`src/rtl/regfile_port_arbiter.sv`:
```
// Shares the single-port 32x32 register file between writeback and two operand
// readers: bounded write bursts, round-robin reads, writes to x0 suppressed.
module regfile_port_arbiter #(
  parameter int MAX_WR_BURST = 4
) (
  input  logic        clock,
  input  logic        reset,
  input  logic        wr_valid,
  output logic        wr_ready,
  input  logic [4:0]  wr_rd,
  input  logic [31:0] wr_data,
  input  logic        rq0_valid,
  output logic        rq0_ready,
  input  logic [4:0]  rq0_rs1,
  input  logic [4:0]  rq0_rs2,
  input  logic        rq1_valid,
  output logic        rq1_ready,
  input  logic [4:0]  rq1_rs1,
  input  logic [4:0]  rq1_rs2,
  output logic        rf_enable,
  output logic        rf_read_write,
  output logic [4:0]  rf_rd,
  output logic [4:0]  rf_rs1,
  output logic [4:0]  rf_rs2,
  output logic [31:0] rf_din,
  input  logic [31:0] rf_a,
  input  logic [31:0] rf_b,
  output logic        rsp_valid,
  output logic        rsp_id,
  output logic [31:0] rsp_a,
  output logic [31:0] rsp_b
);

  localparam int CW = $clog2(MAX_WR_BURST + 1);
  localparam logic [CW-1:0] CNT_MAX = CW'(MAX_WR_BURST);

  logic [CW-1:0] wr_cnt;
  logic          rr;
  logic          read_pending;
  logic          wr_grant;
  logic          rd_grant;
  logic          rd_sel;

  // Writes win until the burst limit is reached while a read waits; no grants in reset.
  always_comb begin
    read_pending = rq0_valid | rq1_valid;
    wr_grant     = !reset && wr_valid && (!read_pending || (wr_cnt < CNT_MAX));
    rd_grant     = !reset && !wr_grant && read_pending;
    if (rq0_valid && rq1_valid) rd_sel = rr;
    else                        rd_sel = rq1_valid;
  end

  always_comb begin
    wr_ready      = wr_grant;
    rq0_ready     = rd_grant && !rd_sel;
    rq1_ready     = rd_grant && rd_sel;
    rf_enable     = 1'b0;
    rf_read_write = 1'b0;
    rf_rd         = '0;
    rf_rs1        = '0;
    rf_rs2        = '0;
    rf_din        = '0;
    if (wr_grant) begin
      // x0 is not hardwired in the register file, so the write is consumed but never enabled
      rf_enable     = (wr_rd != 5'd0);
      rf_read_write = 1'b1;
      rf_rd         = wr_rd;
      rf_din        = wr_data;
    end else if (rd_grant) begin
      rf_enable = 1'b1;
      rf_rs1    = rd_sel ? rq1_rs1 : rq0_rs1;
      rf_rs2    = rd_sel ? rq1_rs2 : rq0_rs2;
    end
  end

  always_ff @(posedge clock or posedge reset) begin
    if (reset) begin
      wr_cnt    <= '0;
      rr        <= 1'b0;
      rsp_valid <= 1'b0;
      rsp_id    <= 1'b0;
    end else begin
      rsp_valid <= rd_grant;
      if (rd_grant) begin
        rsp_id <= rd_sel;
        rr     <= !rd_sel;
      end
      if (rd_grant || !read_pending)
        wr_cnt <= '0;
      else if (wr_grant && (wr_cnt != CNT_MAX))
        wr_cnt <= wr_cnt + CW'(1);
    end
  end

  assign rsp_a = rf_a;
  assign rsp_b = rf_b;

endmodule

```
`config.mk`:
```
export PLATFORM = sky130hd
export DESIGN_NAME = regfile_port_arbiter
export DESIGN_NICKNAME = d
export VERILOG_FILES = /design/src/rtl/regfile_port_arbiter.sv
export SDC_FILE = /design/constraint.sdc
export NUM_CORES = 1
export LEC_CHECK = 0
export BUFFER_PORTS_ARGS = -buffer_cell sky130_fd_sc_hd__clkbuf_2
export CORE_AREA = 2 2 94 96
export CTS_CLUSTER_DIAMETER = 40
export CTS_CLUSTER_SIZE = 14
export DETAILED_ROUTE_END_ITERATION = 10
export DIE_AREA = 0 0 96 98
export PLACE_DENSITY = 0.52
export SYNTH_ARGS = -nofsm -noshare
export SYNTH_HDL_FRONTEND = slang
export SYNTH_SLANG_ARGS = --single-unit
```
`constraint.sdc`:
```
create_clock -name clock -period 2.3 [get_ports clock]
set_input_delay 0 -clock clock [delete_from_list [all_inputs] [get_ports clock]]
set_output_delay 0 -clock clock [all_outputs]
set_load 0.03 [all_outputs]
```
==> Implementation_results.wiki <==
{| class="wikitable"
! Metric !! Value
|-
| Result of the run || finished clean
|-
| Type of the worst setup path || reg2out
|-
| Setup repair after global routing missed its margin || no
|-
| Area of all placed cells without fillers || 1460 um2
|-
| Ratio of total power to cell area || ~380 nW/um2
|-
| Rows || 34
|-
| Actual slew at the worst max-slew pin || approximately 0.7 ns
|-
| Clock-pin transition on the worst setup and hold timing paths || approximately 0.040 ns
|-
| Setup slack of the most critical reg-to-reg path || 0.80 ns
|-
| Final routed wirelength across all metal layers || 4.06 mm
|-
| Effective utilization at floorplan || 14.4%
|-
| Worst Setup Start Kind || register
|-
| Number of levels in the clock H-tree || 1
|-
| Antenna cells || 0
|-
| Cell type of the slowest stage on the worst timing path || a2111oi_4
|-
| Psw || 220 uW
|-
| Total count of max-transition violations in the final report || 0
|-
| Delay of the slowest cell on the worst path || between 0.6 and 0.7 ns
|-
| CTS Root Cell || clkbuf_8
|-
| Worst skew pair latency || 0.22 ns
|-
| Die extent in x || approximately 96 um
|-
| Worst Min Path Start || rf_a[29]
|-
| Mapped Avg Cell Area || between 7 and 8 um2
|-
| Hpwl dp || about 3.6 mm
|-
| Die outline height || just under 100 um
|-
| Nets || 332
|-
| Slew headroom || between 50% and 60%
|-
| Count of mapped cells out of synthesis || approximately 150
|-
| Initial detailed-routing violation count || 4
|-
| Via Count || 1152
|-
| Achievable frequency || approximately 0.55 GHz
|-
| Multi-input combinational cell area || 522 um2
|-
| Pin count of the biggest net entering global routing || around 40
|-
| Total I/O pin count || ~240
|-
| Count of state elements after synthesis || 6
|-
| Mapped cell area || approximately 1200 um2
|-
| Fin crit share || about four fifths
|-
| Total of buffers placed on input and output ports || between 100 and 150
|-
| Sum Neg Setup Slack || 0 ns
|-
| Remaining number of nets flagged by the antenna check after routing || 0
|-
| Clock network power share || about 29%
|-
| Area added between synthesis and finish || 19.3%
|-
| Sequential share of power || 22.6%
|-
| Crit Path Max Fanout || 12
|-
| Core outline area || about 8500 um2
|-
| Total die area || between 9000 and 10000 um2
|-
| DR vias/cell || 3.72
|-
| Number of cells on the worst hold path || 0
|-
| Worst Path Buf+Inv || 1
|-
| Routed length per placed instance || around 13 um
|-
| Required time of the worst setup path || approximately 2.3 ns
|-
| Maximum VDD drop || between 0.00015 and 0.0002 V
|-
| Total of max-cap violations || 0
|-
| Share of cells above drive strength 1 || roughly 62%
|-
| Number of global-route vias before repair || between 1000 and 1500
|-
| Final number of hold-violating endpoints || 0
|-
| Worst R2R Start || wr_cnt[2]
|-
| Number of warnings reported in the yosys synthesis log || 0
|-
| Cell leakage power || 0.000824 uW
|-
| GRT Resource Usage Total || between 8 and 9%
|-
| Combinational share of power || 48.3%
|-
| Cell-internal power || approximately 330 uW
|-
| Total gr overflow || 0
|-
| Synth unique cells || 26
|-
| Cell type group with the largest total delay on the critical path || compound AO/OA/AOI/OAI gates
|-
| Worst reg2reg path endpoint || rsp_id
|-
| Switching part of the total || ~40%
|-
| Antenna violations before repair || 0
|-
| Worst Setup End Kind || output port
|-
| Leading cell types in the layout, fill and taps excluded || clkbuf_2, and2_1, a22o_1, dfrtp_1
|-
| Total power || 552 uW
|-
| Net count of the mapped netlist || between 200 and 300
|-
| Count of endpoints failing setup in the final report || 0
|-
| Cells traversed along the worst timing path || nor2b_2, a2111oi_4, a22o_1, clkbuf_2
|-
| # DRC || 0
|-
| CTS buffer count || 3
|-
| Sequential area share after synthesis || between 10 and 15%
|-
| Worst Reg-to-Reg Cells || 3
|-
| Sequential cell area in the final layout || between 150 and 200 um2
|-
| Clock Path Buffers || 2
|-
| Placer Congestion || 0.732
|-
| Instance area at placement || ~1400 um2
|-
| CTS tree || done
|-
| Number of buffers inserted to repair setup after CTS || 0
|-
| Worst hold path type || in2out
|-
| End of the worst hold path || rsp_a[29]
|-
| Number of sinks driven by the clock tree || 6
|-
| Fin util || about 17%
|-
| Shortest clock period the worst path allows after layout || 1.81 ns
|-
| First-pass GRT wire length || roughly 6.0 mm
|-
| Post-route clock skew || 0.00235 ns
|-
| Most common cell after layout, fill and taps aside || clkbuf_2
|-
| Number of iterations in the first detailed-routing pass || 2
|-
| Critical Path AT || around 1.8 ns
|-
| Count of fill cells added during filler insertion || between 1000 and 1500
|}
[area by class of cell]
cell class,count,area share (%)
well taps,108,9.28
multi-input cells,72,35.8
repair buffers,117,40.7
clock buffers,3,2.84
inverters,4,1.03
flip-flops and latches,6,10.3
[cell families (layout without fill, tap and decap cells)]
logic type                 count (synthesis)  after routing  share of synthesized area, %
buffers and inverters                     75            124                          45.0
AOI/OAI and AO/OA                         19             19                          13.9
DFF                                        6              6                          12.3
adders and majority gates                  2              2                          2.05
and+or+nand+nor                           51             51                          26.7
[power by group through the flow]
stage	clock (uW)	combinational, uW	sequential [uW]
after CTS	173	273	125
final	160	267	125
after global placement	0	268	125
after global routing	178	293	126
after detailed placement	0	271	126
after floorplan	0	364	133
[metrics by stage]
stage               std cells  hold WS (ns)  setup slack (ns)
floorplan                 153        -0.228             0.934
global placement          306      0.000205             0.795
detailed placement        306      0.000205             0.701
CTS                       310      0.000205             0.442
global route              310     0.0000506             0.312
finish                    310    0.00000841             0.488
[how the worst max path moves through the flow]
stage                     slack [ns]  cells after the start         to      start
after global placement          0.80                      3  rf_rs1[3]         rr
after floorplan                 0.93                      3  rf_rs1[0]         rr
after CTS                       0.44                      6  rf_din[3]      reset
after detailed placement        0.70                      4  rf_rs1[1]  wr_cnt[2]
final                           0.49                      4  rf_rs1[3]  wr_cnt[2]
after global routing            0.31                      4  rf_rs1[4]  wr_cnt[2]
[flip-flops by register name, indices dropped and copies added (netlist names)]
| register | flops |
|---|---|
| rsp_id | 1 |
| rr | 1 |
| wr_cnt | 3 |
| rsp_valid | 1 |
[what timing repair did]
| action | CTS | global route |
|---|---|---|
| hold buffers | 1 | 0 |
| hold endpoints to repair | 6 | 0 |
| resized for setup | 0 | 0 |
[metal layers]
metal / vias to the layer above / global-route usage (%) / wire, um
met1: 500 / 8.07 / 1390
met4: 0 / 5.71 / 198
met3: 24 / 2.55 / 454
met2: 102 / 14.5 / 2010
met5: - / 0 / 0
li1: 526 / - / -
[cells in the mapped netlist, drive strengths merged]
cell type / number / area share (%)
o21ba: 2 / 1.6
a22o: 10 / 7.2
clkbuf: 1 / 0.31
a21oi: 2 / 0.82
or4b: 1 / 0.82
ha: 2 / 2.0
nor4b: 1 / 1.2
nor4bb: 1 / 0.82
buf: 70 / 43
nand2: 2 / 0.61
a21o: 1 / 0.61
and3: 1 / 0.92
a2111oi: 1 / 2.3
nand3: 1 / 0.41
dfrtp: 6 / 12
inv: 4 / 1.2
o21ai: 2 / 0.82
o31ai: 1 / 0.61
nor3: 2 / 0.82
and2: 37 / 19
nor2b: 2 / 1.2
nor2: 3 / 0.92
(Power assumes the default switching activity.)
